### src/rtl/jtdsp16_pio_host.sv
// DSP16 parallel I/O host-side controller: host command FIFO drained by DSP reads,
// reply latch filled by DSP writes, psel=1 status/control register and DSP irq.
module jtdsp16_pio_host #(
   parameter int AW = 2
) (
   input  logic        clk,
   input  logic        rst_n,
   input  logic        cen,
   input  logic        host_wr,
   input  logic [15:0] host_din,
   output logic        host_full,
   input  logic        host_rd,
   output logic [15:0] host_dout,
   output logic        host_rdy,
   input  logic        pods_n,
   input  logic        pids_n,
   input  logic        psel,
   input  logic [15:0] pbus_out,
   output logic [15:0] pbus_in,
   output logic        irq,
   output logic        ovf,
   output logic        lost
);

   localparam int          DEPTH     = 1 << AW;
   localparam logic [AW:0] CNT_FULL  = DEPTH[AW:0];
   localparam logic [AW:0] CNT_ONE   = 1;
   localparam logic [AW-1:0] PTR_ONE = 1;

   logic [15:0]   mem [DEPTH];

   logic [AW-1:0] wrPtr_q, wrPtr_d;
   logic [AW-1:0] rdPtr_q, rdPtr_d;
   logic [AW:0]   count_q, count_d;
   logic [15:0]   hostDout_q, hostDout_d;
   logic          hostRdy_q, hostRdy_d;
   logic          ovf_q, ovf_d;
   logic          lost_q, lost_d;
   logic          irqEn_q, irqEn_d;
   logic          irq_q, irq_d;
   logic          lastPodsN_q;
   logic          lastPidsN_q;

   logic          wrEnd, rdEnd;
   logic          full, empty;
   logic          ctrlWr, flush, clearFlags;
   logic          push, pop, replyWr;
   logic          ovfEvent, lostEvent;
   logic [3:0]    countExt;

   // Transfers commit when the strobe is first seen high again, so pbus_in is
   // stable for the whole low phase while the DSP samples it.
   always_comb begin
      wrEnd      = pods_n & ~lastPodsN_q;
      rdEnd      = pids_n & ~lastPidsN_q;
      full       = (count_q == CNT_FULL);
      empty      = (count_q == '0);
      ctrlWr     = cen & wrEnd & psel;
      flush      = ctrlWr & pbus_out[1];
      clearFlags = ctrlWr & pbus_out[0];
      replyWr    = cen & wrEnd & ~psel;
      push       = cen & host_wr & ~full & ~flush;
      pop        = cen & rdEnd & ~psel & ~empty & ~flush;
      ovfEvent   = cen & host_wr & full & ~flush;
      lostEvent  = replyWr & hostRdy_q & ~host_rd;
   end

   always_comb begin
      wrPtr_d = wrPtr_q;
      rdPtr_d = rdPtr_q;
      count_d = count_q;
      if (flush) begin
         wrPtr_d = '0;
         rdPtr_d = '0;
         count_d = '0;
      end else begin
         if (push) wrPtr_d = wrPtr_q + PTR_ONE;
         if (pop)  rdPtr_d = rdPtr_q + PTR_ONE;
         if (push && !pop)
            count_d = count_q + CNT_ONE;
         else if (pop && !push)
            count_d = count_q - CNT_ONE;
      end
   end

   // A host read colliding with a reply write loses to the write.
   always_comb begin
      hostDout_d = hostDout_q;
      hostRdy_d  = hostRdy_q;
      irqEn_d    = irqEn_q;
      if (replyWr) begin
         hostDout_d = pbus_out;
         hostRdy_d  = 1'b1;
      end else if (cen && host_rd) begin
         hostRdy_d  = 1'b0;
      end
      if (ctrlWr) irqEn_d = pbus_out[2];
      ovf_d  = (ovf_q  & ~clearFlags) | ovfEvent;
      lost_d = (lost_q & ~clearFlags) | lostEvent;
      irq_d  = irqEn_q & (count_d != '0);
   end

   always_ff @(posedge clk or negedge rst_n) begin
      if (!rst_n) begin
         wrPtr_q     <= '0;
         rdPtr_q     <= '0;
         count_q     <= '0;
         hostDout_q  <= '0;
         hostRdy_q   <= 1'b0;
         ovf_q       <= 1'b0;
         lost_q      <= 1'b0;
         irqEn_q     <= 1'b0;
         irq_q       <= 1'b0;
         lastPodsN_q <= 1'b1;
         lastPidsN_q <= 1'b1;
      end else if (cen) begin
         wrPtr_q     <= wrPtr_d;
         rdPtr_q     <= rdPtr_d;
         count_q     <= count_d;
         hostDout_q  <= hostDout_d;
         hostRdy_q   <= hostRdy_d;
         ovf_q       <= ovf_d;
         lost_q      <= lost_d;
         irqEn_q     <= irqEn_d;
         irq_q       <= irq_d;
         lastPodsN_q <= pods_n;
         lastPidsN_q <= pids_n;
      end
   end

   always_ff @(posedge clk) begin
      if (push) mem[wrPtr_q] <= host_din;
   end

   always_comb begin
      countExt       = '0;
      countExt[AW:0] = count_q;
      if (psel)
         pbus_in = {8'h00, ovf_q, lost_q, hostRdy_q, full, countExt};
      else if (empty)
         pbus_in = 16'h0000;
      else
         pbus_in = mem[rdPtr_q];
   end

   assign host_full = full;
   assign host_dout = hostDout_q;
   assign host_rdy  = hostRdy_q;
   assign irq       = irq_q;
   assign ovf       = ovf_q;
   assign lost      = lost_q;

endmodule

### config.mk
export PLATFORM = sky130hd
export DESIGN_NAME = jtdsp16_pio_host
export DESIGN_NICKNAME = d
export VERILOG_FILES = /design/src/rtl/jtdsp16_pio_host.sv
export SDC_FILE = /design/constraint.sdc
export NUM_CORES = 1
export LEC_CHECK = 0
export CORE_ASPECT_RATIO = 0.75
export CORE_UTILIZATION = 25
export CTS_CLUSTER_DIAMETER = 120
export DETAILED_ROUTE_END_ITERATION = 8
export PLACE_DENSITY = 0.52
export SETUP_SLACK_MARGIN = 0.2
export SLEW_MARGIN = 0
export SYNTH_ARGS = -nofsm -noshare
export SYNTH_HDL_FRONTEND = slang
export SYNTH_SLANG_ARGS = --single-unit
### constraint.sdc
create_clock -name clk -period 2.65 [get_ports clk]
set_clock_uncertainty 0.2 [all_clocks]
set_input_delay 0.53 -clock clk [delete_from_list [all_inputs] [get_ports clk]]
set_output_delay 0.53 -clock clk [all_outputs]
set_load 0.03 [all_outputs]
==> reports/metrics.yaml, run 1 <==
outcome:
  status: "completed"
clock_network:
  insertion_delay_ns: 0.34
  cts_root_buf: "clkbuf_16"
  numCtsBuffers: 9
  cts_tree: "yes"
  cts.sinks: 94
  postCtsHoldBufs: 0
  cts_max_level: 3
  cts_buffer_depth: 2
  clk_pin_slew_worst_paths_ns: 0.07
logic_synthesis:
  synth_top_area_share_pct: 49.3
  ys_warn_count: 0
  synthArstFlopShare_pct: 31.9
  netlist_instances: 229
  synth_top_cells_by_count: "edfxtp_1 (64), dfrtp_1 (28), mux4_2 (16), and3_1 (14), nand2_1 (12)"
  synth_seq_cells: 94
  synth.avg_cell_area_sq_um: 17.0
  synth_nets: 276
  synth-seq-area-share_pct: 68.6
  synth_cell_types: 39
  synth_edf_count: 64
  synth_top_area_cell: "edfxtp_1"
  synth_area_sq_mm: 0.00390
  yosysMostFrequentCell: "edfxtp_1"
  synthTopCellsByArea: "edfxtp_1 (49%), dfrtp_1 (18%), mux4_2 (9.2%)"
  ys.flop_type: "edfxtp_1"
min_path:
  hp-class: "register to register"
  hold_start: "host_dout[12]"
placed_design:
  place.port_buffers: 76
  dpl.hpwl_mm: 5.93
  place_ws_ns: 0.000365
  dp_cells: 520
  routabilityCongestion: 0.709
setup_path:
  path_max_fanout: 6
  timing.rr.start: "count_q[1]"
  cp.arrival_ns: 1.84
  worstPathRequired_ns: 1.92
  start_kind: "register"
  endpoint_kind: "primary output"
  worstSetupStartpoint: "rdPtr_q[0]"
  critPathKind: "register to primary output"
global_routing:
  antenna_found_initial: 0
  grt_pass1_vias: 2424
  grt_start_max_net_pins: 31
  grtUsageTotal_pct: 11.7
  gr-total-overflow: 0
  grt_pass1_wl_mm: 13.8
sta:
  period_needed_ns: 2.57
  period_share_pct: 96.9
  setup_viol: 0
  fmax_mhz: 390
  hold_viol: 0
  max_slew_margin_pct: 73.2
  tightest_slew_ns: 0.402
  report.final.slew_viol_count: 0
  rsz0062_at_grt: "true"
  hold_ws_ns: 0.285
  finalSetupTns_ns: 0
  fin_ws_ns: 0.0830
route:
  drc: 0
  drtIter0Drc: 81
  drtAntennaViolNets: 0
  wl_met1_mm: 4.10
  top_layer: "met4"
  vias: 2336
  finalWirelength_mm: 8.81
  dr.pass1.iters: 5
  wl_met3_um: 418
  viasPerCell: 4.30
  wire_per_inst_um: 16.2
  wl_met2_mm: 4.21
cells_and_area:
  num_antenna_cells: 0
  drive_above_1_share_pct: 33.1
  instances_no_fill: 543
  nets: 380
  area.growth.synth_to_final_pct: 44.7
floorplanning:
  fp.coreArea_sq_mm: 0.0152
  pin_count: 77
  die_h_um: 110
  die_w_um: 146
  die-area_sq_mm: 0.0161
  num_rows: 39
  start_util_pct: 25.6
flow_run:
  max_cap_violations: 0
pwr:
  p_seq_share_pct: 35.4
  p_leak_uw: 0.00212
  power_frac_clock_pct: 25.3
  p_per_area_mw_per_mm2: 980
  pwr-share-comb_pct: 39.3
  internal-power_uw: 3820
  power.switching_uw: 1710
  irDropWorstVdd_mv: 0.377
  swShare_pct: 30.9
[layout make-up]
cell class                 instances  area [sq um]
clock inverter                     3          47.5
tap                              205           256
multi-input combinational        115          1210
inverter                           8          30.0
timing repair buffer             105          1140
sequential                        94          2680
clock buffer                      13           283
fill                            1446          9580
[placed cells by master, fill, tap and decap left out, types with 8 or more instances in the layout]
| cell type | netlist | routed |
|---|---|---|
| dfrtp_1 | 28 | 26 |
| mux2_2 | 10 | 10 |
| mux4_2 | 16 | 16 |
| buf_12 | 0 | 10 |
| edfxtp_1 | 64 | 64 |
| nand2_1 | 12 | 9 |
| clkbuf_16 | 0 | 11 |
| and3_4 | 1 | 10 |
| buf_6 | 2 | 16 |
| nor2_1 | 8 | 8 |
| mux2_1 | 9 | 9 |
| clkdlybuf4s50_1 | 0 | 59 |
| buf_4 | 1 | 18 |
[through the flow]
step	total power, uW	cell area (sq um)	utilization, %
after floorplan	3050	3900	-
after detailed placement	3850	5080	33.4
final	5530	5640	37.1
after CTS	5540	5600	36.8
after global placement	3830	5080	33.4
after global routing	5800	5640	37.1
[worst max-delay path, cell delays in order, from the launching register on]
cell     delay [ns]
dfrtp_2        0.43
buf_12         0.15
mux4_2         0.51
nand2_2        0.09
o21ai_2        0.06
buf_4          0.14
buf_12         0.13
[power groups by stage]
stage / combinational (uW) / clock (uW) / sequential (uW)
2_1_floorplan: 965 / 0 / 2080
3_3_place_gp: 1860 / 0 / 1960
3_5_place_dp: 1870 / 0 / 1970
4_1_cts: 2150 / 1430 / 1960
5_1_grt: 2320 / 1490 / 1990
6_report: 2170 / 1400 / 1960
[metal layers]
layer,vias up,track usage (%)
met5,-,0
met4,0,3.13
met3,9,3.58
met2,56,19.2
met1,1184,15.2
li1,1087,-
[kinds of logic after synthesis]
family	after synthesis	synth area share, %
simple gates	49	6.80
flops	94	68.6
compound gates	18	3.34
xor+xnor	4	1.25
mux	36	15.0
fa+ha+maj	8	2.53
buf+inv	20	2.50
[repair_timing]
item,4_1_cts,5_1_grt
pin swaps,8,2
gates cloned,1,0
gates resized for setup,38,1
setup buffers,3,3
endpoints found under the setup margin,17,16
[final timing paths]
path                            slack [ns]             to  cells past startpoint
worst max-delay path                  0.08     pbus_in[1]                      6
max in group asynchronous             1.53    lastPodsN_q                      2
worst min register to register        0.29  host_dout[12]                      1
worst max register to register        0.47            irq                      7
min in group asynchronous             0.40     count_q[1]                      2
worst min-delay path                  0.29  host_dout[12]                      1
[state kept, by name, summed over array words and instances (netlist names)]
signal       cells
irqEn_q          1
ovf              1
host_dout       16
lost             1
lastPodsN_q      1
host_rdy         1
irq              1
lastPidsN_q      1
wrPtr_q          2
rdPtr_q          2
mem             64
count_q          3
Power figures use the tool's default switching activity.
==> inputs of run 2 (changes only) <==
--- a/config.mk
+++ b/config.mk
@@ -9,6 +9,7 @@
 export CORE_UTILIZATION = 25
 export CTS_CLUSTER_DIAMETER = 120
 export DETAILED_ROUTE_END_ITERATION = 8
+export GPL_TIMING_DRIVEN = 1
 export PLACE_DENSITY = 0.52
 export SETUP_SLACK_MARGIN = 0.2
 export SLEW_MARGIN = 0
==> constraint.sdc (replaced) <==
create_clock -name clk -period 2.7 [get_ports clk]
set_clock_uncertainty 0.2 [all_clocks]
set_input_delay 0.54 -clock clk [delete_from_list [all_inputs] [get_ports clk]]
set_output_delay 0.54 -clock clk [all_outputs]
set_load 0.03 [all_outputs]
==> run 2 against run 1 <==
Largest power group unchanged. Combinational power shrank 3%. Largest cell class unchanged. Routed wire length decreased by 3.7%. Cell count fell by 0.55%.
==> reports/metrics.yaml, run 2 (same netlist as run 1, synthesis figures left out) <==
outcome:
  status: "completed"
sta:
  period_needed_ns: 2.60
  report.final.slew_viol_count: 0  # unchanged
  hold_viol: 0  # unchanged
  setup_viol: 0  # unchanged
  fmax_mhz: 384
  max_slew_margin_pct: 72.9  # -0.27 points
  fin_ws_ns: 0.0951  # +0.0121 ns
  rsz0062_at_grt: "true"
  finalSetupTns_ns: 0  # unchanged
  tightest_slew_ns: 0.407  # +0.00406 ns
  period_share_pct: 96.5
placed_design:
  place.port_buffers: 76  # unchanged
  dpl.hpwl_mm: 5.93  # about the same
  place_ws_ns: 0.0128  # +0.0124 ns
  routabilityCongestion: 0.743  # +4.7%
route:
  dr.pass1.iters: 4  # -1
  drc: 0  # unchanged
  viasPerCell: 4.23  # -1.7%
  finalWirelength_mm: 8.49  # -3.7%
  drtIter0Drc: 131  # +62%
  drtAntennaViolNets: 0  # unchanged
  wire_per_inst_um: 15.7  # -3.1%
  vias: 2284  # -2.2%
cells_and_area:
  nets: 377  # -0.79%
  area.growth.synth_to_final_pct: 43.4
  largest_reg_flops: 64  # unchanged
  layout_common_cells: "edfxtp_1 (64), clkdlybuf4s50_1 (59), dfrtp_1 (27), mux4_2 (16), buf_4 (16)"
  regMostFlops: "mem"
  final_common_cell: "edfxtp_1"
  num_antenna_cells: 0  # unchanged
  drive_above_1_share_pct: 32.8  # -0.30 points
clock_network:
  cts_buffer_depth: 2  # unchanged
  cts_tree: "yes"
  postCtsHoldBufs: 0  # unchanged
  insertion_delay_ns: 0.34  # about the same
  cts.sinks: 94  # unchanged
  cts_max_level: 3  # unchanged
  clk_pin_slew_worst_paths_ns: 0.07  # about the same
  cts_root_buf: "clkbuf_16"
  numCtsBuffers: 9  # unchanged
setup_path:
  path_max_fanout: 8  # +2
  cp.arrival_ns: 1.86  # +0.02 ns
  start_kind: "register"
  critPathKind: "register to primary output"
  worstPathRequired_ns: 1.96  # +0.04 ns
  endpoint_kind: "primary output"
floorplanning:
  pin_count: 77  # unchanged
  die-area_sq_mm: 0.0161  # unchanged
  fp.coreArea_sq_mm: 0.0152  # unchanged
  die_h_um: 110  # unchanged
  num_rows: 39  # unchanged
  start_util_pct: 25.6  # unchanged
  die_w_um: 146  # unchanged
global_routing:
  grt_pass1_vias: 2398  # -1.1%
  grtUsageTotal_pct: 11.3  # -0.41 points
  grt_pass1_wl_mm: 13.3  # -4.1%
  gr-total-overflow: 0  # unchanged
  grt_start_max_net_pins: 31  # unchanged
  antenna_found_initial: 0  # unchanged
flow_run:
  max_cap_violations: 0  # unchanged
pwr:
  p_per_area_mw_per_mm2: 931  # -5.0%
  irDropWorstVdd_mv: 0.397  # +5.2%
  p_leak_uw: 0.00209  # -1.4%
min_path:
  hp-class: "register to register"
## run 2: cell types whose count changed in the layout (fill, tap and decap cells not counted), sizes merged
cell         before  now
buf              45   42
bufinv            1    0
clkbuf           13   10
clkinv            0    3
clkinvlp          0    1
dlygate4sd2       1    0
inv              10   11
## run 2: worst paths after layout
check / start / end / slack, ns / cells past startpoint
worst max-delay path: rdPtr_q[0] / pbus_in[10] / 0.1 / 5
worst min-delay path: host_dout[6] / host_dout[6] / 0.28 / 1
worst max register to register: count_q[1] / irq / 0.40 / 7
worst min register to register: host_dout[6] / host_dout[6] / 0.28 / 1
max in group asynchronous: rst_n / lastPodsN_q / 1.57 / 2
min in group asynchronous: rst_n / count_q[1] / 0.40 / 2
## run 2: routing by layer
metal	vias up	track usage (%)	share of wire, %
li1	1076	-	-
met1	1148	14.2	45
met2	52	18.2	48
met3	8	4.24	6.0
met4	0	3.79	1.1
met5	-	0	0
## run 2: repair_timing
| action | CTS | global route |
|---|---|---|
| pin swaps | 17 | 2 |
| setup buffers | 4 | 0 |
| endpoints found under the setup margin | 17 | 17 |
| gates cloned | 2 | 0 |
| resized for setup | 38 | 5 |
## run 2: area by class of cell
| class | instances | area, sq um |
|---|---|---|
| Inverter | 8 | 30.0 |
| Multi-Input combinational cell | 115 | 1230 |
| Clock buffer | 9 | 225 |
| Fill cell | 1468 | 9630 |
| Clock inverter | 7 | 57.6 |
| Sequential cell | 94 | 2680 |
| Timing Repair Buffer | 102 | 1120 |
| Tap cell | 205 | 256 |
## run 2: stage by stage
| stage | hold WS, ns | cell area [sq um] | util [%] | instances | power (uW) |
|---|---|---|---|---|---|
| detailed placement | 0.274 | 5050 | 33.2 | 518 | 3700 |
| global placement | 0.270 | 5050 | 33.2 | 518 | 3700 |
| global route | 0.307 | 5590 | 36.7 | 540 | 5500 |
| floorplan | 0.0444 | 3900 | - | 229 | 2980 |
| CTS | 0.291 | 5580 | 36.6 | 540 | 5260 |
| finish | 0.285 | 5590 | 36.7 | 540 | 5210 |
## run 2: report_power, final
part	internal (uW)	leakage (uW)	total, uW	switching, uW
Sequential	1780	0.000936	1910	129
Combinational	1100	0.00102	2100	996
Clock	637	0.000136	1200	566
## run 2: critical path, stage by stage (launching register included)
cell     delay, ns
dfrtp_2       0.46
buf_12        0.13
buf_16        0.13
mux4_2        0.51
and3_4        0.16
buf_6         0.13
==> inputs of run 3 (changes only) <==
==> constraint.sdc (replaced) <==
create_clock -name clk -period 2.7 [get_ports clk]
set_clock_uncertainty 0.2 [all_clocks]
set_input_delay 0.405 -clock clk [delete_from_list [all_inputs] [get_ports clk]]
set_output_delay 0.405 -clock clk [all_outputs]
set_load 0.03 [all_outputs]
==> run 3 against run 2 <==
Worst setup slack improved by 0.071 ns. Largest cell class unchanged. Cell count decreased by 0.56%. Clock power decreased by 4%. Critical endpoint is now pbus_in[8]. Highest routed layer unchanged.
==> reports/metrics.yaml, run 3 (same netlist as run 1, synthesis figures left out) <==
outcome:
  status: "completed"
clock_network:
  cts_max_level: 3  # unchanged
  cts.sinks: 94  # unchanged
  postCtsHoldBufs: 0  # unchanged
  clk_pin_slew_worst_paths_ns: 0.06  # about the same
  cts_root_buf: "clkbuf_16"
  insertion_delay_ns: 0.33  # about the same
  numCtsBuffers: 9  # unchanged
  cts_tree: "yes"
  cts_buffer_depth: 2  # unchanged
cells_and_area:
  largest_reg_flops: 64  # unchanged
  num_antenna_cells: 0  # unchanged
  drive_above_1_share_pct: 27.1  # -5.7 points
  regMostFlops: "mem"
  layout_common_cells: "edfxtp_1 (64), clkdlybuf4s50_1 (59), dfrtp_1 (27), buf_4 (21), mux4_2 (16)"
  nets: 374  # -0.80%
  area.growth.synth_to_final_pct: 37.5
  fillCellCount: 1470  # +0.14%
  final_cell_area_sq_mm: 0.00536  # -4.1%
  final_common_cell: "edfxtp_1"
  multi_input_area_sq_mm: 0.00115  # -5.9%
  seqCellArea_sq_mm: 0.00268  # unchanged
route:
  wl_met3_um: 492  # -4.1%
  drtAntennaViolNets: 0  # unchanged
  wl_met2_mm: 3.96  # -2.3%
  dr.pass1.iters: 4  # unchanged
  drc: 0  # unchanged
  drtIter0Drc: 139  # +6.1%
  top_layer: "met4"
  vias: 2272  # -0.53%
  wire_per_inst_um: 15.4  # -2.4%
  viasPerCell: 4.23  # about the same
  finalWirelength_mm: 8.24  # -2.9%
  wl_met1_mm: 3.70  # -3.2%
setup_path:
  cp_cell_sequence: "buf_12 > mux4_2 > and3_1 > clkdlybuf4s15_1"
  reg2reg_slack_ns: 0.35  # -0.05 ns
  slowest_delay_ns: 0.49  # -0.02 ns
  slowest_stage: "mux4_2"
  start_kind: "register"
  reg2reg_to: "irq"
  worstPathRequired_ns: 2.10  # +0.14 ns
  path_max_fanout: 8  # unchanged
  endpoint_kind: "primary output"
  path_delay_family: "buffers and inverters"
  critPathKind: "register to primary output"
  cp.arrival_ns: 1.93  # +0.07 ns
  r2r_cells: 7  # unchanged
  timing.rr.start: "count_q[0]"
  critical_path_buf_inv_count: 2  # -1
global_routing:
  gr-total-overflow: 0  # unchanged
  grt_pass1_wl_mm: 12.8  # -3.7%
  grt_pass1_vias: 2322  # -3.2%
  grt_start_max_net_pins: 31  # unchanged
  antenna_found_initial: 0  # unchanged
  grtUsageTotal_pct: 10.7  # -0.61 points
sta:
  period_needed_ns: 2.53  # -0.0710 ns
  period_share_pct: 93.8  # -2.6 points
  fmax_mhz: 395  # +2.8%
  hold_ws_ns: 0.280  # -0.00452 ns
  report.final.slew_viol_count: 0  # unchanged
  setup_viol: 0  # unchanged
  hold_viol: 0  # unchanged
  finalSetupTns_ns: 0  # unchanged
  tightest_slew_ns: 0.404  # -0.00242 ns
  rsz0062_at_grt: "true"
  max_slew_margin_pct: 73.1  # +0.16 points
pwr:
  irDropWorstVdd_mv: 0.408  # +2.8%
  p_per_area_mw_per_mm2: 906  # -2.7%
  p_leak_uw: 0.00203  # -2.9%
placed_design:
  dpl.hpwl_mm: 5.90  # -0.44%
  place.port_buffers: 76  # unchanged
  place_area_sq_mm: 0.00508  # +0.69%
  routabilityCongestion: 0.788  # +6.1%
floorplanning:
  start_util_pct: 25.6  # unchanged
  die_h_um: 110  # unchanged
  die_w_um: 146  # unchanged
  num_rows: 39  # unchanged
  pin_count: 77  # unchanged
  fp.coreArea_sq_mm: 0.0152  # unchanged
  die-area_sq_mm: 0.0161  # unchanged
flow_run:
  max_cap_violations: 0  # unchanged
min_path:
  hp-class: "primary input to async pin"
-- run 3: cell count changes in the layout (fill, tap and decap cells not counted), sizes merged --
cell           delta
buf              -11
clkbuf            +5
clkdlybuf4s15     +2
clkinv            +2
dlygate4sd2       +1
inv               -2
-- run 3: where the power goes --
part	internal, uW	total, uW	switching [uW]
clock	625	1150	526
combinational	872	1810	938
sequential	1780	1900	119
total	3280	4860	1580
-- run 3: metrics by stage --
stage | total power (uW) | setup slack, ns | util (%) | std cells
floorplan | 2980 | 0.327 | - | 229
CTS | 4890 | 0.0638 | 35.1 | 535
finish | 4860 | 0.166 | 35.2 | 537
global placement | 3740 | 0.109 | 33.4 | 519
detailed placement | 3760 | 0.0776 | 33.4 | 519
global route | 5120 | 0.101 | 35.2 | 537
-- run 3: worst reg2reg max path, stage by stage (launching register included) --
cell and delay [ns]:
dfrtp_1 0.39, inv_1 0.18, ha_4 0.19, nand2b_1 0.11, and3_4 0.20, maj3_2 0.30, o221a_1 0.26, o41a_1 0.40
-- run 3: what timing repair did --
| action | CTS | global route |
|---|---|---|
| setup endpoints to repair | 17 | 17 |
| buffers inserted | 0 | 2 |
| gates resized for setup | 30 | 20 |
-- run 3: routing by layer --
metal / up-vias / GRT usage, %
met2: 49 / 17.6
met3: 8 / 4.03
met5: - / 0
met1: 1148 / 13.1
met4: 0 / 3.57
li1: 1067 / -
-- run 3: area by class of cell --
class                      instances  share of cell area [%]
inverter                           8                   0.560
sequential                        94                    49.9
clock inverter                     7                   0.933
multi-input combinational        115                    21.5
tap                              205                    4.78
clock buffer                       9                    4.20
timing repair buffer              99                    18.1
-- run 3: worst max-delay path by stage --
stage / from / end / cells past startpoint
global route: rdPtr_q[0] / pbus_in[8] / 4
finish: rdPtr_q[0] / pbus_in[8] / 4
floorplan: rdPtr_q[0] / pbus_in[0] / 5
global placement: psel / pbus_in[2] / 5
detailed placement: psel / pbus_in[8] / 5
CTS: rdPtr_q[0] / pbus_in[4] / 5
